===== src/rtl/mmio_uart_tx.sv =====
// rtl/mmio_uart_tx.sv - memory-mapped 8N1 UART transmitter with a store-fed byte FIFO
module mmio_uart_tx #(
  parameter logic [31:0] TX_ADDR      = 32'h0000_8000,
  parameter int          CLKS_PER_BIT = 4,
  parameter int          FIFO_DEPTH   = 8
) (
  input  logic        clk,
  input  logic        reset,
  input  logic        data_write,
  input  logic [7:0]  data,
  input  logic [31:0] data_address,
  output logic        tx,
  output logic        busy,
  output logic        overflow,
  output logic [4:0]  fifo_count
);

  localparam int PW = $clog2(FIFO_DEPTH);
  localparam int CW = $clog2(CLKS_PER_BIT);
  localparam logic [CW-1:0] BAUD_LAST = CW'(CLKS_PER_BIT - 1);
  localparam logic [4:0]    DEPTH     = 5'(FIFO_DEPTH);

  localparam logic [1:0] S_IDLE  = 2'd0;
  localparam logic [1:0] S_START = 2'd1;
  localparam logic [1:0] S_DATA  = 2'd2;
  localparam logic [1:0] S_STOP  = 2'd3;

  logic [7:0]    mem [FIFO_DEPTH];
  logic [PW-1:0] rd_ptr, wr_ptr;
  logic [1:0]    state;
  logic [CW-1:0] baud;
  logic [2:0]    bit_idx;
  logic [7:0]    shift;
  logic          hit, full, empty, baud_done, pop, push;

  assign hit       = data_write && (data_address == TX_ADDR);
  assign full      = (fifo_count == DEPTH);
  assign empty     = (fifo_count == 5'd0);
  assign baud_done = (baud == BAUD_LAST);
  // The last stop cycle pops directly so consecutive frames have no idle gap.
  assign pop       = !empty && ((state == S_IDLE) || (state == S_STOP && baud_done));
  // A pop at the same edge frees a slot, so a full FIFO still accepts the byte.
  assign push      = hit && (!full || pop);

  always_ff @(posedge clk) begin
    if (!reset && push) mem[wr_ptr] <= data;
  end

  always_ff @(posedge clk) begin
    if (reset) begin
      state      <= S_IDLE;
      rd_ptr     <= '0;
      wr_ptr     <= '0;
      fifo_count <= 5'd0;
      overflow   <= 1'b0;
      baud       <= '0;
      bit_idx    <= 3'd0;
      shift      <= 8'hFF;
    end else begin
      if (push) wr_ptr <= wr_ptr + 1'b1;
      if (pop)  rd_ptr <= rd_ptr + 1'b1;
      fifo_count <= fifo_count + {4'd0, push} - {4'd0, pop};
      if (hit && full && !pop) overflow <= 1'b1;

      case (state)
        S_IDLE: begin
          if (pop) begin
            shift <= mem[rd_ptr];
            baud  <= '0;
            state <= S_START;
          end
        end
        S_START: begin
          if (baud_done) begin
            baud    <= '0;
            bit_idx <= 3'd0;
            state   <= S_DATA;
          end else begin
            baud <= baud + 1'b1;
          end
        end
        S_DATA: begin
          if (baud_done) begin
            baud  <= '0;
            shift <= {1'b0, shift[7:1]};
            if (bit_idx == 3'd7) state <= S_STOP;
            else bit_idx <= bit_idx + 1'b1;
          end else begin
            baud <= baud + 1'b1;
          end
        end
        S_STOP: begin
          if (baud_done) begin
            baud <= '0;
            if (pop) begin
              shift <= mem[rd_ptr];
              state <= S_START;
            end else begin
              state <= S_IDLE;
            end
          end else begin
            baud <= baud + 1'b1;
          end
        end
        default: state <= S_IDLE;
      endcase
    end
  end

  always_comb begin
    tx = 1'b1;
    case (state)
      S_START: tx = 1'b0;
      S_DATA:  tx = shift[0];
      default: tx = 1'b1;
    endcase
  end

  assign busy = (state != S_IDLE) || !empty;

endmodule


===== config.mk =====
export PLATFORM = sky130hd
export DESIGN_NAME = mmio_uart_tx
export DESIGN_NICKNAME = d
export VERILOG_FILES = /design/src/rtl/mmio_uart_tx.sv
export SDC_FILE = /design/constraint.sdc
export NUM_CORES = 1
export LEC_CHECK = 0
export BUFFER_PORTS_ARGS = -buffer_cell sky130_fd_sc_hd__buf_4
export CORE_MARGIN = 2
export CORE_UTILIZATION = 38
export CTS_CLUSTER_DIAMETER = 60
export CTS_CLUSTER_SIZE = 40
export DETAILED_ROUTE_END_ITERATION = 6
export GPL_TIMING_DRIVEN = 0
export PLACE_DENSITY = 0.6
export RECOVER_POWER = 100
export SETUP_SLACK_MARGIN = 0.3
export SLEW_MARGIN = 40
export SYNTH_ARGS = -nofsm -noshare
export SYNTH_HDL_FRONTEND = slang
export SYNTH_SLANG_ARGS = --single-unit

===== constraint.sdc =====
create_clock -name clk -period 7.9 [get_ports clk]
set_clock_uncertainty 0.1 [all_clocks]
set_input_delay 1.975 -clock clk [delete_from_list [all_inputs] [get_ports clk]]
set_output_delay 1.975 -clock clk [all_outputs]
set_load 0.05 [all_outputs]

Yosys cells after proc, flatten, opt, wreduce, memory -nomap -nowiden

Memories as Yosys holds them, arrays and structs flattened. A register that Yosys moved wholly into a read port is not among the register bits.
Index checks and enable logic that the tools add are counted.

Register bits: 27
Memory bits (writable): 64
Input port bits: 43
Output and inout port bits: 8
Memories: 1

Memory list:

| memory | words | bits a word | read ports | clocked after Yosys merged registers in | write ports | line | RTL |
|---|---|---|---|---|---|---|---|
| mem    | 8     | 8           | 1          | 1                                       | 1           | 28   | `logic [7:0] mem [FIFO_DEPTH];` |

Add/subtract/negate cells: 6
Equality and inequality tests: 13
Multiplexer cells: 23
Reductions and logical operators: 23

Operators by type and width:

| kind                                                               | number |
|---|---|
| 32-bit by 16-bit == test with 1-bit output (second input constant) | 1 |
| 8-bit two-way mux                                                  | 3 |
| 8-bit case mux with 3 select lines                                 | 1 |
| 3-bit two-way mux                                                  | 5 |
| 2-bit two-way mux                                                  | 7 |
| 2-bit != test (second input constant)                              | 6 |
| 3-bit by 1-bit adder with 3-bit output (second input constant)     | 3 |
| 2-bit case mux with 4 select lines                                 | 1 |
| 1-bit logical AND                                                  | 7 |
| 2-bit == test (second input constant)                              | 3 |
| 3-bit case mux with 2 select lines                                 | 1 |
| 5-bit by 1-bit adder with 5-bit output                             | 1 |
| 5-bit by 4-bit == test with 1-bit output (second input constant)   | 1 |
| 5-bit logical NOT                                                  | 1 |
| 5-bit AND reduction                                                | 1 |
| 5-bit by 1-bit subtractor with 5-bit output                        | 1 |
| 1-bit logical NOT                                                  | 4 |
| 2-bit case mux with 2 select lines                                 | 1 |
| 4-bit AND reduction                                                | 1 |
| 2-bit nonzero test                                                 | 2 |
| 3-bit == test (second input constant)                              | 1 |
| 1-bit logical OR                                                   | 3 |
| 1-bit two-way mux                                                  | 3 |
| 3-bit AND reduction                                                | 1 |
| other kinds (6)                                                    | 6 |

Longest topological paths before layout

Gate-level depths: netlist (run 1).

Word-level depth: 9
Depth in mapped cells: 15

Worst setup path after synthesis (run 1)

Ideal clock, no wire load.

Kind: input-to-reg
Start point: in data_address[2]
End point: reg fifo_count[4]
Setup time: 131 ps
Arrival: 4355 ps
Required time: 7669 ps
Setup slack: 3314 ps
Stages on the path: 13
Path buffers: 1
Cells stage by stage: nor4_2 > nand4_1 > or4_4 > buf_6 > ha_1 > inv_1 > ha_1 > inv_1 > fa_1 > nor2b_1 > o21bai_1 > a21oi_1 > nor3b_1

Longest elaborated chain between the ends: 5

Ends and longest elaborated chain:

| element                                     | line | RTL |
|---|---|---|
| start, declared                             | 11   | `input logic [31:0] data_address,` |
| 32-bit by 16-bit == test with 1-bit output  | 36   | `assign hit = data_write && (data_address == TX_ADDR);` |
| 1-bit logical AND                           | 36   |  |
| 1-bit logical AND                           | 43   | `assign push = hit && (!full \|\| pop);` |
| 5-bit by 1-bit adder with 5-bit output      | 62   | `fifo_count <= fifo_count + {4'd0, push} - {4'd0, pop};` |
| 5-bit by 1-bit subtractor with 5-bit output | 62   |  |
| end signal, assigned                        | 62   |  |
| end, declared                               | 15   | `output logic [4:0] fifo_count` |

Every way passes these cells.
A chain may end at the register's enable or synchronous reset.

Final worst setup path (run 1)

Start point: in data_address[1]
End point: reg fifo_count[4]

Same word-level chain as after synthesis.

==> run metrics, run 1 <==
post-CTS clock slew at the launch and capture registers of the worst setup and hold paths 0.09 ns; Ant. Diodes 0; Syn. warnings 0; clock tree root driver cell sky130_fd_sc_hd__clkbuf_8; Seq/Total Area, Yosys 0.609; die width 108 um; clock tree from TritonCTS done; leading cell types in the layout, fill and taps excluded 64 x sky130_fd_sc_hd__edfxtp_1, 33 x sky130_fd_sc_hd__buf_4, 30 x sky130_fd_sc_hd__clkbuf_1, 30 x sky130_fd_sc_hd__dfxtp_1; f_max 209 MHz; Critical Path Fanout Max 10; final setup slack of the worst path 3.11 ns; areal power density over the cells 294 nW/um^2; Setup TNS Final 0 ns; WL final 8410 um; Post-CTS Hold Fix Bufs 0; Post-CTS Repair Setup Buffers 0; initial core utilization 0.386; result of the run complete, no violations; number of DRC violations after detailed-routing iteration 0 103; type of element capturing the critical path flip-flop; detailed-route via count 2600; Yosys cell types 50; number of detailed-route iterations in the first pass 4; pre-CTS setup slack 2.92 ns; Critical Path Source Type input pin; clock latency on the worst-skew pair 0.36 ns; placer congestion estimate 0.764; maximum number of pins on one net before global-route repair 19; arrival time of data at the critical path endpoint 4.92 ns; main flop type after synthesis sky130_fd_sc_hd__edfxtp_1; net count of the finished layout 420; post-synthesis cell count 293; Post-Synthesis Net Count 355; post-DR vias/cell 5.17; buffers from clock root to sink, at most 2; I/O pins 51; clk sink count 94; fraction of synthesis flops using an asynchronous set or reset pin 0; combined flip-flop and latch cell area 2520 um^2; Synth Area per Inst 14.1 um^2; Rows 38; layout cells sized above 1 0.218; global-route wire length before repair 13700 um; area growth from synthesis to layout 15.9%; total congestion overflow after global routing 0; number of buffers created by CTS 9; Core Footprint 10700 um^2; DRC violations left 0; worst hold path type reg -> reg; count of final max-slew check failures 0; DP HPWL 6010 um; Rel. slew slack 0.0540; DR WL/cell 16.7 um; global router's overall resource usage 0.158; post-layout power 1.41 mW; count of cells resized by post-cts repair 0; Setup-failing EPs final 0; via count of the first global-routing pass 2691; portion of the clock cycle consumed by the worst path in the final layout 0.606; remaining number of nets flagged by the antenna check after routing 0; worst hold slack 0.355 ns; number of enable-type register cells in the synthesized netlist 64; final-report hold violation count 0; multi-input combinational cell area 1490 um^2; count of buffers from port buffering 49; core utilization of the finished layout 0.447; required time reported for the critical path endpoint 8.03 ns; Max IR drop VDD 154 uV; critical path class in -> reg; number of inserted filler cells in the final layout 1017; cell leakage power 1.65 nW; most common cell after layout, fill and taps aside sky130_fd_sc_hd__edfxtp_1; die outline area 11800 um^2; RSZ-0062 raised after global routing no; total of max-cap violations 0; area of the mapped netlist 4150 um^2; number of levels the H-tree was split into 3; transition at the pin with the smallest max-transition slack 1.41 ns; number of register bits inferred by synthesis 94; antenna violations before repair 0; Period minus WS final 4.79 ns; floorplan die height 108 um
cells by family after synthesis:
| group | after synthesis | synth area share |
|---|---|---|
| multiplexers | 22 | 0.102 |
| AO/OA/AOI/OAI | 56 | 0.0872 |
| buffers and inverters | 25 | 0.0287 |
| flip-flops | 94 | 0.609 |
| AND/OR/NAND/NOR | 73 | 0.106 |
| XOR/XNOR | 4 | 0.00845 |
| adder cells (fa/ha/maj) | 19 | 0.0592 |
Yosys cell counts (4+ instances only):
cell,instances,area share
sky130_fd_sc_hd__a21oi_1,9,0.011
sky130_fd_sc_hd__a31oi_1,7,0.011
sky130_fd_sc_hd__clkbuf_1,6,0.0054
sky130_fd_sc_hd__dfxtp_1,30,0.14
sky130_fd_sc_hd__edfxtp_1,64,0.46
sky130_fd_sc_hd__ha_1,18,0.054
sky130_fd_sc_hd__inv_1,13,0.012
sky130_fd_sc_hd__mux4_2,16,0.087
sky130_fd_sc_hd__nand2_1,6,0.0054
sky130_fd_sc_hd__nand3_1,5,0.0060
sky130_fd_sc_hd__nor2_1,16,0.014
sky130_fd_sc_hd__nor2b_1,5,0.0075
sky130_fd_sc_hd__nor3_1,11,0.013
sky130_fd_sc_hd__nor4_1,4,0.0060
sky130_fd_sc_hd__o21ai_0,18,0.022
sky130_fd_sc_hd__o22a_1,7,0.015
routing by layer:
layer	vias to the layer above	global-route usage	share of wire
met2	27	0.270	0.50
met3	6	0.0404	0.032
li1	1260	-	-
met1	1307	0.199	0.46
met4	0	0.0467	0.010
met5	-	0	0
area by class of cell:
type / instances / area share
flip-flops and latches: 94 / 0.525
multi-input cells: 174 / 0.311
repair buffers: 54 / 0.0680
well taps: 140 / 0.0365
clock buffers: 9 / 0.0258
clock inverters: 7 / 0.0130
plain buffers: 12 / 0.0107
inverters: 13 / 0.0102
state kept, by name, indices dropped and copies added (netlist names), named ones only:
register,flops
baud,2
bit_idx,3
fifo_count,5
mem,64
overflow,1
rd_ptr,3
shift,8
state,2
wr_ptr,3
power breakdown:
group          switching, mW  leakage, nW  internal [mW]
Sequential            0.0375        0.822          0.568
Clock                  0.180       0.0916          0.121
Combinational          0.290        0.736          0.216
Total                  0.508         1.65          0.905
worst max-delay path: stages:
cell,delay (ns)
sky130_fd_sc_hd__clkbuf_4,0.11
sky130_fd_sc_hd__nor4_1,0.29
sky130_fd_sc_hd__nand4_1,0.18
sky130_fd_sc_hd__or4_1,0.59
sky130_fd_sc_hd__clkbuf_1,0.28
sky130_fd_sc_hd__ha_1,0.35
sky130_fd_sc_hd__inv_1,0.05
sky130_fd_sc_hd__ha_1,0.15
sky130_fd_sc_hd__inv_1,0.05
sky130_fd_sc_hd__fa_1,0.37
sky130_fd_sc_hd__nor2b_1,0.17
sky130_fd_sc_hd__o21bai_1,0.10
sky130_fd_sc_hd__a21oi_1,0.16
sky130_fd_sc_hd__nor3b_1,0.07
worst paths after layout:
check	startpoint	slack, ns	depth (start not counted)	endpoint
max	data_address[1]	3.11	14	fifo_count[4]
min reg2reg	overflow	0.35	2	overflow
min	overflow	0.35	2	overflow
max reg2reg	fifo_count[3]	4.20	15	fifo_count[4]
per-stage QoR:
stage / cells / area, um^2
floorplan: 293 / 4150
global placement: 482 / 4690
detailed placement: 487 / 4770
CTS: 503 / 4950
global route: 503 / 4800
finish: 503 / 4800
Note: power is estimated with default switching activity, not from simulation.
==> inputs of run 2 (changes only) <==
--- a/config.mk
+++ b/config.mk
@@ -12,7 +12,7 @@
 export CTS_CLUSTER_SIZE = 40
 export DETAILED_ROUTE_END_ITERATION = 6
 export GPL_TIMING_DRIVEN = 0
-export PLACE_DENSITY = 0.6
+export PLACE_DENSITY = 0.62
 export RECOVER_POWER = 100
 export SETUP_SLACK_MARGIN = 0.3
 export SLEW_MARGIN = 40
==> constraint.sdc (replaced) <==
create_clock -name clk -period 4.1 [get_ports clk]
set_clock_uncertainty 0.1 [all_clocks]
set_input_delay 1.025 -clock clk [delete_from_list [all_inputs] [get_ports clk]]
set_output_delay 1.025 -clock clk [all_outputs]
set_load 0.05 [all_outputs]
==> run 2 against run 1 <==
Die area is the same; non-clock buffer count is the same; routed wire length is the same; worst setup slack lost 2.7 ns; sequential power grew 93%; hold slack gained 0.0046 ns; sequential share of layout area shrank 0.33 points.
==> run metrics, run 2 (synthesis gave the netlist of run 1 again) <==
result of the run complete, no violations; Ant. Diodes 0; clock latency on the worst-skew pair 0.36 ns; f_max 275 MHz; worst hold path type reg -> reg; critical path class in -> reg; count of buffers from port buffering 49; cells along the critical path clkbuf_4 -> nor4_1 -> nand4_1 -> or4_1 -> buf_6 -> ha_1 -> inv_1 -> ha_1 -> inv_1 -> fa_1 -> nor2b_1 -> o21bai_1 -> a21oi_1 -> nor3b_1; global-route wire length before repair 13700 um; slowest stage cell, crit path sky130_fd_sc_hd__or4_1; largest register by flop count mem; number of stages on the worst hold path 2; maximum number of pins on one net before global-route repair 20; multi-input combinational cell area 1500 um^2; final-report hold violation count 0; max reg flops 64; required time reported for the critical path endpoint 4.24 ns; die outline area 11800 um^2; areal power density over the cells 569 nW/um^2; clock tree from TritonCTS done; via count of the first global-routing pass 2632; leading cell types in the layout, fill and taps excluded 64 x sky130_fd_sc_hd__edfxtp_1, 34 x sky130_fd_sc_hd__buf_4, 30 x sky130_fd_sc_hd__dfxtp_1; number of inserted filler cells in the final layout 1025; cell leakage power 1.67 nW; net count of the finished layout 420; Rows 38; final setup slack of the worst path 0.459 ns; number of levels the H-tree was split into 3; number of detailed-route iterations in the first pass 4; transition at the pin with the smallest max-transition slack 1.42 ns; DP HPWL 6090 um; Critical Path Source Type input pin; biggest registers after layout mem (64), shift (8), fifo_count (5); portion of the clock cycle consumed by the worst path in the final layout 0.888; type of element capturing the critical path flip-flop; post-DR vias/cell 5.08; detailed-route via count 2555; WL final 8410 um; Max IR drop VDD 271 uV; initial core utilization 0.386; remaining number of nets flagged by the antenna check after routing 0; Rel. slew slack 0.0479; most common cell after layout, fill and taps aside sky130_fd_sc_hd__edfxtp_1; die width 108 um; count of final max-slew check failures 0; area growth from synthesis to layout 16.6%; Setup-failing EPs final 0; path depth of the worst reg2reg path 15; placer congestion estimate 0.791; slack of the worst reg-to-reg path 0.64 ns; buffers from clock root to sink, at most 2; Critical Path Fanout Max 10; Core Footprint 10700 um^2; number of DRC violations after detailed-routing iteration 0 142; arrival time of data at the critical path endpoint 3.78 ns; Setup TNS Final 0 ns; pre-CTS setup slack 0.0554 ns; post-CTS clock slew at the launch and capture registers of the worst setup and hold paths 0.11 ns; floorplan die height 108 um; I/O pins 51; antenna violations before repair 0; global router's overall resource usage 0.155; combined flip-flop and latch cell area 2520 um^2; clock tree root driver cell sky130_fd_sc_hd__clkbuf_8; total congestion overflow after global routing 0; layout cells sized above 1 0.229; DRC violations left 0; clk sink count 94; RSZ-0062 raised after global routing no; number of buffers created by CTS 9; total of max-cap violations 0; Period minus WS final 3.64 ns; DR WL/cell 16.7 um; max incr delay on CP 0.60 ns
[run 2: cell type report]
type	count	area share
well taps	140	0.0362
repair buffers	54	0.0683
inverters	13	0.0101
multi-input cells	174	0.310
flip-flops and latches	94	0.522
clock buffers	9	0.0256
clock inverters	7	0.0140
plain buffers	12	0.0145
[run 2: layer usage]
layer  track usage  vias to the layer above  part of all wire
li1              -                     1260                 -
met1         0.205                     1267              0.48
met2         0.261                       22              0.50
met3        0.0301                        6             0.018
met4        0.0385                        0            0.0089
met5             0                        -                 0
[run 2: power breakdown]
group | switching, mW | total, mW | leakage (nW) | internal, mW
Combinational | 0.571 | 0.984 | 0.752 | 0.413
Sequential | 0.0729 | 1.17 | 0.822 | 1.09
Clock | 0.360 | 0.600 | 0.0966 | 0.240
[run 2: worst paths after layout]
path | from | endpoint
max | data_address[1] | fifo_count[4]
max reg2reg | fifo_count[3] | fifo_count[4]
min | overflow | overflow
min reg2reg | overflow | overflow
[run 2: stage by stage]
stage	std cells	power (mW)	instance area, um^2	utilization	hold slack, ns
global route	503	2.92	4830	0.450	0.368
detailed placement	486	2.21	4760	0.443	0.342
floorplan	293	1.93	4150	-	0.330
finish	503	2.75	4830	0.450	0.360
global placement	482	2.18	4690	0.436	0.335
CTS	502	2.81	4950	0.461	0.357
[run 2: timing repair]
action | in CTS | in global routing
buffers inserted | 0 | 1
hold endpoints to repair | 0 | 0
hold buffers | 0 | 0
gates resized for setup | 0 | 1
endpoints found under the setup margin | 0 | 1
[run 2: worst max-delay path, delay by kind of cell]
family,cells,cell delay [ns]
buf+inv,4,0.40
fa+ha+maj,3,0.80
simple gates,5,1.29
compound gates,2,0.26
==> inputs of run 3 (changes only) <==
--- a/config.mk
+++ b/config.mk
@@ -8,6 +8,7 @@
 export BUFFER_PORTS_ARGS = -buffer_cell sky130_fd_sc_hd__buf_4
 export CORE_MARGIN = 2
 export CORE_UTILIZATION = 38
+export CTS_BUF_LIST = sky130_fd_sc_hd__clkbuf_16
 export CTS_CLUSTER_DIAMETER = 60
 export CTS_CLUSTER_SIZE = 40
 export DETAILED_ROUTE_END_ITERATION = 6
==> run 3 against run 2 <==
The flow now finishes with violations (max-capacitance violations); hold slack got worse by 0.0085 ns; cell count unchanged; sequential share of layout area decreased by 1.1 points; largest power group unchanged.
==> run metrics, run 3 (synthesis gave the netlist of run 1 again) <==
result of the run complete, but fails checks; violations in the final reports max-capacitance violations; buffers from clock root to sink, at most 2; endpoint of the worst hold-timing path overflow; total of max-cap violations 1; Worst R2R End mem[4][0]; DRC violations left 0; number of inserted filler cells in the final layout 1011; Core Footprint 10700 um^2; Pint 1.94 mW; cell leakage power 1.72 nW; Max IR drop VDD 274 uV; die outline area 11800 um^2; most common cell after layout, fill and taps aside sky130_fd_sc_hd__edfxtp_1; areal power density over the cells 601 nW/um^2; clock latency on the worst-skew pair 0.34 ns; number of detailed-route iterations in the first pass 4; Setup-failing EPs final 0; number of levels the H-tree was split into 3; number of buffers created by CTS 9; startpoint of the worst-slack reg-to-reg timing path fifo_count[3]; Rel. slew slack 0.0132; net count of the finished layout 420; Critical Path Fanout Max 10; count of buffers from port buffering 49; area of all placed cells without fillers 4940 um^2; post-CTS clock slew at the launch and capture registers of the worst setup and hold paths 0.07 ns; maximum number of pins on one net before global-route repair 20; CP startpoint data_address[1]; placer congestion estimate 0.791; clock tree root driver cell sky130_fd_sc_hd__clkbuf_16; required time reported for the critical path endpoint 3.94 ns; count of final max-slew check failures 0; I/O pins 51; Critical Path Source Type input pin; Period minus WS final 3.68 ns; switching share of power 0.347; Psw 1.03 mW; multi-input combinational cell area 1500 um^2; final-report hold violation count 0; Rows 38; Ant. Diodes 0; worst hold slack 0.351 ns; WL final 8480 um; remaining number of nets flagged by the antenna check after routing 0; type of element capturing the critical path flip-flop; initial core utilization 0.386; portion of the clock cycle consumed by the worst path in the final layout 0.899; global router's overall resource usage 0.157; DP HPWL 6090 um; global-route wire length before repair 13900 um; clock tree from TritonCTS done; layout cells sized above 1 0.229; die width 108 um; number of stages on the worst hold path 2; RSZ-0062 raised after global routing no; Reg power frac 0.393; transition at the pin with the smallest max-transition slack 1.47 ns; antenna violations before repair 0; slack of the worst reg-to-reg path 0.65 ns; detailed-route via count 2586; clk sink count 94; post-DR vias/cell 5.14; area growth from synthesis to layout 19.1%; path depth of the worst reg2reg path 7; worst hold path type reg -> reg; critical path class in -> reg; combined flip-flop and latch cell area 2520 um^2; proportion of power drawn by the clock network 0.275; arrival time of data at the critical path endpoint 3.53 ns; placement-stage cell area 4760 um^2; via count of the first global-routing pass 2655; biggest registers after layout mem (64), shift (8), fifo_count (5); max reg flops 64; leading cell types in the layout, fill and taps excluded 64 x sky130_fd_sc_hd__edfxtp_1, 34 x sky130_fd_sc_hd__buf_4, 30 x sky130_fd_sc_hd__dfxtp_1; power share of the combinational group 0.331; f_max 271 MHz; largest register by flop count mem; DR WL/cell 16.9 um; number of DRC violations after detailed-routing iteration 0 136; launch point of the worst hold path overflow; floorplan die height 108 um; total congestion overflow after global routing 0
[run 3: cell types whose count changed in the layout (fill, tap and decap cells not counted)]
cell | before | now
sky130_fd_sc_hd__clkbuf_16 | 0 | 9
sky130_fd_sc_hd__clkbuf_8 | 9 | 0
[run 3: cell type report]
cell class              count  area share
plain buffers              12      0.0142
inverters                  13     0.00989
repair buffers             54      0.0669
well taps                 140      0.0355
clock buffers               9      0.0456
multi-input cells         174       0.303
flip-flops and latches     94       0.511
clock inverters             7      0.0137
[run 3: critical path: stages]
cell,delay (ns)
sky130_fd_sc_hd__clkbuf_4,0.12
sky130_fd_sc_hd__nor4_1,0.31
sky130_fd_sc_hd__nand4_1,0.15
sky130_fd_sc_hd__or4_1,0.60
sky130_fd_sc_hd__buf_6,0.18
sky130_fd_sc_hd__nor3_1,1.14
[run 3: how the worst max path moves through the flow]
stage / cells after the start / slack [ns] / to
after floorplan: 13 / 0.46 / fifo_count[4]
after global placement: 6 / -0.05 / mem[5][3]
after detailed placement: 14 / 0.06 / fifo_count[4]
after CTS: 14 / 0.42 / fifo_count[4]
after global routing: 14 / 0.19 / fifo_count[4]
final: 6 / 0.42 / mem[4][0]
[run 3: stage by stage]
step	std cells	utilization	TNS, ns	setup slack [ns]	power, mW
after floorplan	293	-	0	0.464	1.93
after global routing	503	0.459	0	0.192	3.14
after detailed placement	486	0.443	0	0.0554	2.21
final	503	0.459	0	0.416	2.97
after global placement	482	0.436	-0.601	-0.0530	2.18
after CTS	502	0.470	0	0.422	3.03
[run 3: what timing repair did]
action                     in CTS  in global routing
buffers inserted                0                  1
setup endpoints to repair       0                  1
hold buffers                    0                  0
resized for setup               0                  2
[run 3: power groups by stage]
stage	sequential, mW	combinational [mW]	clock [mW]
floorplan	1.24	0.691	0
global placement	1.19	0.995	0
detailed placement	1.19	1.02	0
CTS	1.17	1.02	0.835
global route	1.18	1.09	0.869
finish	1.17	0.983	0.817
[run 3: layer usage]
metal / wire (um) / GRT usage
met1: 3970 / 0.207
met2: 4210 / 0.263
met3: 203 / 0.0301
met4: 93 / 0.0495
met5: 0 / 0
